**config.mk**
```make
export PLATFORM = sky130hd
export DESIGN_NAME = seq_alu
export DESIGN_NICKNAME = d
export VERILOG_FILES = /design/src/rtl/seq_alu.sv
export SDC_FILE = /design/constraint.sdc
export NUM_CORES = 1
export LEC_CHECK = 0
export ABC_AREA = 1
export BUFFER_PORTS_ARGS = -buffer_cell sky130_fd_sc_hd__buf_2
export CAP_MARGIN = 40
export CORE_MARGIN = 2
export CORE_UTILIZATION = 45
export DETAILED_ROUTE_END_ITERATION = 12
export HOLD_SLACK_MARGIN = 0.03
export PLACE_DENSITY = 0.76
export SLEW_MARGIN = 20
export SYNTH_ARGS = -nofsm -noshare
export SYNTH_HDL_FRONTEND = slang
export SYNTH_SLANG_ARGS = --single-unit
```
**constraint.sdc**
```tcl
create_clock -name clk -period 2 [get_ports clk]
set_input_delay 0 -clock clk [delete_from_list [all_inputs] [get_ports clk]]
set_output_delay 0 -clock clk [all_outputs]
set_load 0.01 [all_outputs]
```
**src/rtl/seq_alu.sv**
```systemverilog
// seq_alu: handshaked multi-cycle ALU; define SEQ_ALU_DIV_EN to build in the restoring divider (op 9)
module seq_alu #(
    parameter int WIDTH = 4,
    localparam int SHW = $clog2(WIDTH)
) (
    input  logic             clk,
    input  logic             rst_n,
    input  logic             in_valid,
    output logic             in_ready,
    input  logic [WIDTH-1:0] inA,
    input  logic [WIDTH-1:0] inB,
    input  logic [3:0]       op,
    output logic             out_valid,
    input  logic             out_ready,
    output logic [WIDTH-1:0] ans,
    output logic [WIDTH-1:0] hi,
    output logic             err
);
    typedef enum logic [1:0] {IDLE, CALC, DONE} state_t;
    state_t state, state_nx;
    logic [WIDTH-1:0] b_r, res_ans, res_hi;
    logic [SHW-1:0] cnt;
    logic [2*WIDTH-1:0] p, p_nx;
    logic [WIDTH:0] sum, dif, macc;
    logic res_err, iter, accept, last;
    assign in_ready = state == IDLE;
    assign out_valid = state == DONE;
    assign accept = in_valid && in_ready;
    assign last = state == CALC && cnt == '0;
`ifdef SEQ_ALU_DIV_EN
    assign iter = op == 4'd8 || (op == 4'd9 && inB != '0);
`else
    assign iter = op == 4'd8;
`endif
    always_comb begin
        sum = {1'b0, inA} + {1'b0, inB};
        dif = {1'b0, inA} - {1'b0, inB};
        res_ans = '0;
        res_hi = '0;
        res_err = 1'b0;
        case (op)
            4'd0: begin res_ans = sum[WIDTH-1:0]; res_hi = WIDTH'(sum[WIDTH]); end
            4'd1: begin res_ans = dif[WIDTH-1:0]; res_hi = WIDTH'(dif[WIDTH]); end
            4'd2: res_ans = inA & inB;
            4'd3: res_ans = inA | inB;
            4'd4: res_ans = inA ^ inB;
            4'd5: res_ans = WIDTH'($signed(inA) < $signed(inB));
            4'd6: res_ans = inA << inB[SHW-1:0];
            4'd7: res_ans = inA >> inB[SHW-1:0];
            4'd8: res_ans = '0;
`ifdef SEQ_ALU_DIV_EN
            // Only the divide-by-zero outcome is decided here; B!=0 iterates.
            4'd9: if (inB == '0) begin res_ans = '1; res_hi = inA; res_err = 1'b1; end
`endif
            default: res_err = 1'b1;
        endcase
    end
`ifdef SEQ_ALU_DIV_EN
    logic mul_r;
    logic [WIDTH:0] rem, rdif;
    always_ff @(posedge clk or negedge rst_n)
        if (!rst_n) mul_r <= 1'b0;
        else if (accept) mul_r <= op == 4'd8;
    // p holds {acc, multiplier} for MUL and {remainder, quotient} for DIV.
    always_comb begin
        macc = {1'b0, p[2*WIDTH-1:WIDTH]} + (p[0] ? {1'b0, b_r} : '0);
        rem = {p[2*WIDTH-1:WIDTH], p[WIDTH-1]};
        rdif = rem - {1'b0, b_r};
        p_nx = mul_r ? {macc, p[WIDTH-1:1]}
                     : {rem >= {1'b0, b_r} ? rdif[WIDTH-1:0] : rem[WIDTH-1:0], p[WIDTH-2:0], rem >= {1'b0, b_r}};
    end
`else
    always_comb begin
        macc = {1'b0, p[2*WIDTH-1:WIDTH]} + (p[0] ? {1'b0, b_r} : '0);
        p_nx = {macc, p[WIDTH-1:1]};
    end
`endif
    always_comb begin
        state_nx = state;
        case (state)
            IDLE: if (in_valid) state_nx = iter ? CALC : DONE;
            CALC: if (cnt == '0) state_nx = DONE;
            DONE: if (out_ready) state_nx = IDLE;
            default: state_nx = IDLE;
        endcase
    end
    always_ff @(posedge clk or negedge rst_n)
        if (!rst_n) begin
            state <= IDLE;
            ans <= '0;
            hi <= '0;
            err <= 1'b0;
            b_r <= '0;
            p <= '0;
            cnt <= '0;
        end else begin
            state <= state_nx;
            if (accept) begin
                b_r <= inB;
                p <= {{WIDTH{1'b0}}, inA};
                cnt <= SHW'(WIDTH - 1);
            end else if (state == CALC) begin
                p <= p_nx;
                cnt <= cnt - SHW'(1);
            end
            if (accept && !iter) begin
                ans <= res_ans;
                hi <= res_hi;
                err <= res_err;
            end else if (last) begin
                ans <= p_nx[WIDTH-1:0];
                hi <= p_nx[2*WIDTH-1:WIDTH];
                err <= 1'b0;
            end
        end
endmodule

```
# [After elaboration in Yosys (flattened, before gate mapping)]
# Cells that the tools add are included.
# W data, S select, Z words.
[classes] add_sub_neg=4 order_cmp=1 n_eq_ne=13 shifts=2 n_mux=19 n_bitwise=3 n_reduce_logical=11
[op_table] operator="$pmux W4 S8" count=1
[op_table] operator="$mux W4" count=5
[op_table] operator="$eq A4 B3 Y1 const B" count=4
[op_table] operator="$mux W8" count=2
[op_table] operator="$mux W2" count=6
[op_table] operator="$add A4 B4 Y5" count=2
[op_table] operator="$reduce_or A9 Y1" count=1
[op_table] operator="$eq A4 B2 Y1 const B" count=2
[op_table] operator="$pmux W2 S3" count=1
[op_table] operator="$sub A4 B4 Y5" count=1
[op_table] operator="$and A4 B4 Y4" count=1
[op_table] operator="$eq A4 B1 Y1 const B" count=1
[op_table] operator="$eq A4 B4 Y1 const B" count=1
[op_table] operator="$logic_not A2 Y1" count=2
[op_table] operator="$logic_not A4 Y1" count=1
[op_table] operator="$lt A4 B4 Y1" count=1
[op_table] operator="$ne A2 B2 Y1 const B" count=2
[op_table] operator="$or A4 B4 Y4" count=1
[op_table] operator="$reduce_bool A2 Y1" count=2
[op_table] operator="$shl A4 B2 Y4" count=1
[op_table] operator="$shr A4 B2 Y4" count=1
[op_table] operator="$xor A4 B4 Y4" count=1
[op_table] operator="$logic_and A1 B1 Y1" count=3
[op_table] operator="$mux W1" count=3
[op_table] operator="7 further kinds" count=7
[totals] regBits=25 in_bits=16 output_inout_bits=11 elab_cells=60

# [Depth between registers and ports, before layout]
# Gate-level depths: netlist (run 1).
[depth] depth_word=4 mapped_depth=12 mapped_depth_nobuf=12

# [Least setup slack after synthesis (run 1)]
# OpenSTA, ideal clock, no wires.
[synth_path] kind="register to register" startpoint="register p[0]" endpoint="register hi[3]" setup_ns=0.126 arrival_ns=1.379 path_slack_ns=0.496 stages_incl_launch_ff=9 path_buffers=0 path_cell_list="dfrtp_1 > nand2_1 > inv_1 > ha_1 > fa_1 > nand2_1 > nand2_1 > a21oi_1 > o21ai_1"
[synth_between] elab_chain_len=4
[synth_lines] element="start: declaration" line="23" text="logic [2*WIDTH-1:0] p, p_nx;"
[synth_lines] element="start signal: assignment" line="100" text="p <= {{WIDTH{1'b0}}, inA};"
[synth_lines] element="start signal: assignment" line="103" text="p <= p_nx;"
[synth_lines] element="$mux W4" line="74" text="macc = {1'b0, p[2*WIDTH-1:WIDTH]} + (p[0] ? {1'b0, b_r} : '0);"
[synth_lines] element="$add A4 B4 Y5" line="74"
[synth_lines] element="$mux W4" line="110" text="end else if (last) begin"
[synth_lines] element="$mux W4" line="106" text="if (accept && !iter) begin"
[synth_lines] element="end signal: assignment" line="108" text="hi <= res_hi;"
[synth_lines] element="end signal: assignment" line="112" text="hi <= p_nx[2*WIDTH-1:WIDTH];"
[synth_lines] element="end: declaration" line="16" text="output logic [WIDTH-1:0] hi,"
# Every way passes these cells. The select of a mux whose other input is x is not followed.
# A chain may end at the register's enable or synchronous reset.

# [Final worst setup path (run 1)]
[layout_path] startpoint="register p[0]" endpoint="register p[5]"
[layout_between] elab_chain_len=4
[layout_lines] element="$mux W4" line="74"
[layout_lines] element="$add A4 B4 Y5" line="74"
[layout_lines] element="$mux W8" line="102" text="end else if (state == CALC) begin"
[layout_lines] element="$mux W8" line="98" text="if (accept) begin"
# Every way passes these cells. The select of a mux whose other input is x is not followed.

==> run summary, run 1 <==
Max FO, Critical Path -> 5
Final period util -> 81.0%
VDD IR max -> 0.311 mV
Total number of vias -> 1,922
Clock Sink Count -> 25
Critical Path Sink Type -> register
Fmax -> 0.617 GHz
Netlist Area Pre-Place -> 2010 sq um
Vias in the first global route -> 1,841
WL per Instance -> 12.8 um
Area growth, synth to finish -> 13.1%
Cts repair resizes -> 0
Layout cells sized above 1 -> 17.4%
Sequential element share of the synthesized area -> 31.1%
Startpoint Class -> register
DRC Markers -> 0
CTS tree -> done
Critical path depth -> 6
Reg clk slew, reported paths -> 0.08 ns
Crit path required time -> 2.15 ns
Largest net degree at the start of global routing -> 26
CP cell instances -> nand2_1 > inv_1 > ha_1 > fa_1 > xnor2_1 > o21ai_0
Status -> complete, no violations
Setup TNS after final layout -> 0 ns
Initial antenna violation count -> 0
Drt first pass iters -> 4
Worst setup path endpoint -> p[5]
NumNets Final -> 354
Routed Antenna Nets -> 0
Unrepaired setup endpoints after global routing -> false
I/O pin count -> 27
Site row count -> 24
Final setup vio count -> 0
Initial DRC Count -> 191
Net Count, Synth -> 322
Worst setup startpoint -> p[0]
Worst R2R End -> p[5]
Post-DP HPWL -> 3.78 mm
Hold depth -> 3
H-Tree Depth -> 1
Starting Density -> 46.5%
Syn Inst Count -> 285
Mean post-synth cell area -> 7.06 sq um
Core Area -> 4320 sq um
Reg2reg path depth -> 6
Post-layout min period -> 1.62 ns
GRT overflow -> 0
LEAKAGE -> 1.27 nW
Hold wc startpoint -> op[3]
R2R setup slack -> 0.38 ns
Worst slew pin tran -> 0.544 ns
Max incr delay on CP -> 0.42 ns
Setup Skew -> 0.00534 ns
WS Path Type -> reg2reg
Inserted Clock Buffers -> 3
Crit-path slowest cell -> dfrtp_1
Worst EP arrival -> 1.77 ns
Top delay family on crit path -> adder cells
Vias per cell -> 5.22
Port Buf Inserts -> 26
DIE HEIGHT -> 70.9 um
Total number of yosys warnings -> 0
Worst-Skew Late Latency -> 0.27 ns
Worst path buffer plus inverter count -> 1
GP Congestion -> 1.02
Final Hold Viols -> 0
Worst rel slew slack -> 63.7%
Fill count -> 459
Max-slew violation count -> 0
HP Class -> in2reg
Pwr dens -> 644 nW/um^2
Clock buffer depth -> 2
Synth cell types -> 26
First-pass GRT wire length -> 8.39 mm
Final WL -> 4.70 mm
Antenna Cells -> 0
Max cap viols -> 0
Die Wd -> 70.9 um
Synthesized flop and latch total -> 25
R2r startpoint -> p[0]
Die area -> 5020 sq um
Design Power -> 0.00147 W
Root Buffer -> clkbuf_8
Total GRT Usage -> 20.5%
[cells by family after synthesis]
kind of cell / Yosys count / synth area share (%)
XOR/XNOR: 3 / 1.31
buffers and inverters: 46 / 8.71
AO/OA/AOI/OAI: 37 / 11.1
AND/OR/NAND/NOR: 153 / 33.6
adder cells (fa/ha/maj): 21 / 14.2
flip-flops: 25 / 31.1
[metal layers]
layer / vias to the layer above / track usage (%) / part of all wire, %
met5: - / 0 / 0
met4: 0 / 3.35 / 0.38
met3: 5 / 2.71 / 6.2
met2: 59 / 33.6 / 48
met1: 895 / 29.5 / 45
li1: 963 / - / -
[worst min-delay path by stage]
stage	end	slack [ns]
after floorplan	ans[0]	-0.30
after global placement	cnt[1]	0.02
after detailed placement	state[0]	0.02
after CTS	err	0.07
after global routing	err	0.07
final	err	0.07
[metrics by stage]
stage / instances / setup slack [ns] / hold WS, ns / utilization [%] / instance area, sq um
floorplan: 285 / 0.496 / -0.296 / - / 2010
global placement: 361 / 0.431 / 0.0200 / 50.9 / 2200
detailed placement: 361 / 0.384 / 0.0234 / 50.9 / 2200
CTS: 368 / 0.392 / 0.0659 / 52.6 / 2280
global route: 368 / 0.259 / 0.0724 / 52.6 / 2280
finish: 368 / 0.380 / 0.0667 / 52.6 / 2280
[cell type report]
cell class	count	area, sq um	area share [%]
Sequential cell	25	626	27.5
Multi-Input combinational cell	214	1210	53.2
Timing Repair Buffer	30	168	7.37
Inverter	43	161	7.09
Clock buffer	4	45.0	1.98
Tap cell	52	65.1	2.86
[power by group]
group	internal [W]	switching [W]
clock network	0.000142	0.000151
registers	0.000598	0.0000615
logic	0.000191	0.000323
total	0.000931	0.000536
[synthesized netlist by cell type]
cell type / instances / share of area (%)
clkbuf_1: 1 / 0.19
o211ai_1: 5 / 1.9
nor2_4: 2 / 1.1
o31ai_1: 1 / 0.37
fa_1: 3 / 3.0
inv_1: 32 / 6.0
o21ai_0: 13 / 3.2
a41o_1: 1 / 0.50
nand2_1: 88 / 16
xnor2_1: 3 / 1.3
nor2_1: 28 / 5.2
nand4_1: 2 / 0.62
nand3_1: 24 / 6.0
nand2_2: 2 / 0.62
inv_2: 11 / 2.1
nor2_2: 4 / 1.2
o221ai_1: 1 / 0.44
a21oi_2: 3 / 1.3
buf_2: 2 / 0.50
a21oi_1: 6 / 1.5
nor2_8: 2 / 2.0
dfrtp_1: 25 / 31
o21ai_1: 6 / 1.5
nand3b_1: 1 / 0.37
o21ai_2: 1 / 0.44
ha_1: 18 / 11
[placed cells by master (no fill, tap or decap), drive strengths merged, types with 2 or more instances in the layout]
master       synthesis  layout
a21oi                9       9
buf                  2      27
clkbuf               1       4
dfrtp               25      25
dlygate4sd3          0       3
fa                   3       3
ha                  18      18
inv                 43      43
nand2               90      90
nand3               24      24
nand4                2       2
nor2                36      36
o211ai               5       5
o21ai               20      20
xnor2                3       3
[state kept, by name (all words and copies together) (netlist names)]
name and flops:
p 8, ans 4, b_r 4, hi 4, cnt 2, state 2
err 1
[worst min-delay path: stages]
cell	delay, ns
buf_2	0.12
inv_1	0.09
o31ai_1	0.08
[repair_timing]
item,in CTS,in global routing
setup buffers,0,0
endpoints found under the hold margin,27,0
hold buffers,3,0
(Power assumes the default switching activity.)
==> run 2: changes to the inputs <==
==> constraint.sdc (replaced) <==
create_clock -name clk -period 1.5 [get_ports clk]
set_input_delay 0 -clock clk [delete_from_list [all_inputs] [get_ports clk]]
set_output_delay 0 -clock clk [all_outputs]
set_load 0.01 [all_outputs]
==> run 2 against run 1 <==
Design area up 7.8%. Final cell count up 3.8%. Combinational power up 53%. Total power up 42%. Global-route usage up 0.35 points. Utilization up 4.1 points. Maximum frequency up 9.3%. Flip-flop and latch count unchanged. Clock skew up 0.0083 ns. Critical path type unchanged. Largest power group unchanged.
==> run summary, run 2 (synthesis gave the netlist of run 1 again) <==
Status -> complete, no violations
Area occupied by multi-input gates -> 1270 sq um (+4.6%)
GRT overflow -> 0 (unchanged)
Final cell count without fillers -> 382 (+3.8%)
NumNets Final -> 368 (+4.0%)
I/O pin count -> 27 (unchanged)
Worst R2R End -> p[7]
Die area -> 5020 sq um (unchanged)
Routed Antenna Nets -> 0 (unchanged)
Clock buffer depth -> 2 (unchanged)
Post-DP HPWL -> 3.76 mm (-0.52%)
H-Tree Depth -> 1 (unchanged)
Worst slew pin tran -> 0.571 ns (+0.0273 ns)
Critical Path Sink Type -> register
Total GRT Usage -> 20.8% (+0.35 points)
Core Area -> 4320 sq um (unchanged)
Initial DRC Count -> 97 (-49%)
Worst EP arrival -> 1.64 ns (-0.13 ns)
Worst path buffer plus inverter count -> 1 (unchanged)
WS Path Type -> reg2reg
Inserted Clock Buffers -> 3 (unchanged)
Vias in the first global route -> 1,910 (+3.7%)
Biggest register -> p
Crit path top cell by count -> nand2_1
Setup Skew -> 0.0137 ns (+0.00834 ns)
Max incr delay on CP -> 0.38 ns (-0.04 ns)
Fin area -> 2450 sq um (+7.8%)
Root Buffer -> clkbuf_8
Max FFs per register -> 8 (unchanged)
Antenna Cells -> 0 (unchanged)
GP Congestion -> 0.890 (-12%)
First-pass GRT wire length -> 8.60 mm (+2.5%)
VDD IR max -> 0.705 mV (+130%)
Largest net degree at the start of global routing -> 26 (unchanged)
Placed instance area -> 2290 sq um (+3.9%)
R2R setup slack -> 0.02 ns (-0.36 ns)
Crit path required time -> 1.66 ns (-0.49 ns)
WL per Instance -> 13.0 um (+1.9%)
Final period util -> 98.9% (+18 points)
HP Class -> in2reg
Drt first pass iters -> 4 (unchanged)
Setup TNS after final layout -> 0 ns (unchanged)
Hold depth -> 3 (unchanged)
Final Hold Viols -> 0 (unchanged)
R2r startpoint -> b_r[0]
Max-slew violation count -> 0 (unchanged)
Unrepaired setup endpoints after global routing -> true
Vias per cell -> 5.12 (-2.0%)
Crit-path slowest cell -> dfrtp_1
Max FO, Critical Path -> 2 (-3)
Worst setup startpoint -> b_r[0]
LEAKAGE -> 1.33 nW (+5.3%)
DRC Markers -> 0 (unchanged)
Initial antenna violation count -> 0 (unchanged)
Reg clk slew, reported paths -> 0.10 ns (+0.02 ns)
Port Buf Inserts -> 26 (unchanged)
CP cell instances -> nand2_1 > inv_2 > ha_4 > fa_2 > nand2_1 > nand2_1 > a21oi_2 > o21ai_1
Reg2reg path depth -> 8 (+2)
Startpoint Class -> register
Fin util -> 56.7% (+4.1 points)
Clock Sink Count -> 25 (unchanged)
Hold Path End -> p[2]
Commonest non-fill, non-tap cells in the layout -> nand2_1, inv_1, nor2_1
Fmax -> 0.674 GHz (+9.3%)
CTS tree -> done
Placed insts -> 372 (+3.0%)
Seq. cell area -> 626 sq um (unchanged)
Max cap viols -> 0 (unchanged)
Pwr dens -> 849 nW/um^2 (+32%)
Final WL -> 4.97 mm (+5.8%)
Area growth, synth to finish -> 22.0%
Hold wc startpoint -> inA[2]
Worst-Skew Late Latency -> 0.28 ns (about the same)
Total number of vias -> 1,955 (+1.7%)
Worst rel slew slack -> 61.9% (-1.8 points)
Site row count -> 24 (unchanged)
Die Wd -> 70.9 um (unchanged)
Final setup vio count -> 0 (unchanged)
Starting Density -> 46.5% (unchanged)
Design Power -> 0.00208 W (+42%)
Most common cell after layout, fill and taps aside -> nand2_1
DIE HEIGHT -> 70.9 um (unchanged)
Fill count -> 423 (-7.8%)
Post-layout min period -> 1.48 ns (-0.137 ns)
Top delay family on crit path -> adder cells
Layout cells sized above 1 -> 24.8% (+7.4 points)
## run 2: metrics by stage
| stage | hold slack [ns] | setup WS [ns] |
|---|---|---|
| after floorplan | -0.296 | 0.0135 |
| after global placement | 0.0207 | -0.0855 |
| after detailed placement | 0.0229 | -0.0863 |
| after CTS | 0.0463 | 0.0000481 |
| after global routing | 0.0589 | -0.0689 |
| final | 0.0381 | 0.0169 |
## run 2: worst reg2reg max path: stages, from the launching register on
cell     delay, ns
dfrtp_1       0.38
nand2_1       0.09
inv_2         0.05
ha_4          0.15
fa_2          0.35
nand2_1       0.07
nand2_1       0.06
a21oi_2       0.16
o21ai_1       0.07
## run 2: how the worst max path moves through the flow
| stage | to | slack, ns | cells past startpoint |
|---|---|---|---|
| CTS | p[6] | 0.00005 | 8 |
| floorplan | hi[3] | 0.01 | 8 |
| global route | p[6] | -0.07 | 8 |
| finish | p[7] | 0.02 | 8 |
| global placement | ans[2] | -0.09 | 12 |
| detailed placement | ans[2] | -0.09 | 12 |
## run 2: layout make-up
cell class              count  area share [%]
multi-input cells         214            51.7
clock inverters             1           0.306
well taps                  52            2.65
flip-flops and latches     25            25.5
repair buffers             44            11.6
clock buffers               3            1.68
inverters                  43            6.58
## run 2: layer usage
| metal | up-vias | global-route usage [%] | wire length, um |
|---|---|---|---|
| li1 | 994 | - | - |
| met5 | - | 0 | 0 |
| met4 | 0 | 4.61 | 59 |
| met2 | 58 | 34.9 | 2350 |
| met1 | 897 | 28.6 | 2330 |
| met3 | 6 | 3.13 | 222 |
## run 2: repair_timing
action	CTS	global route
resized for setup	7	6
endpoints found under the setup margin	6	12
buffers inserted	0	3
hold endpoints to repair	27	0
hold buffers	3	0
pin swaps	1	5
## run 2: where the power goes
group	switching [W]	internal (W)	leakage [nW]
Clock	0.000235	0.000189	0.0217
Sequential	0.0000770	0.000796	0.316
Combinational	0.000471	0.000315	0.994
Total	0.000782	0.00130	1.33
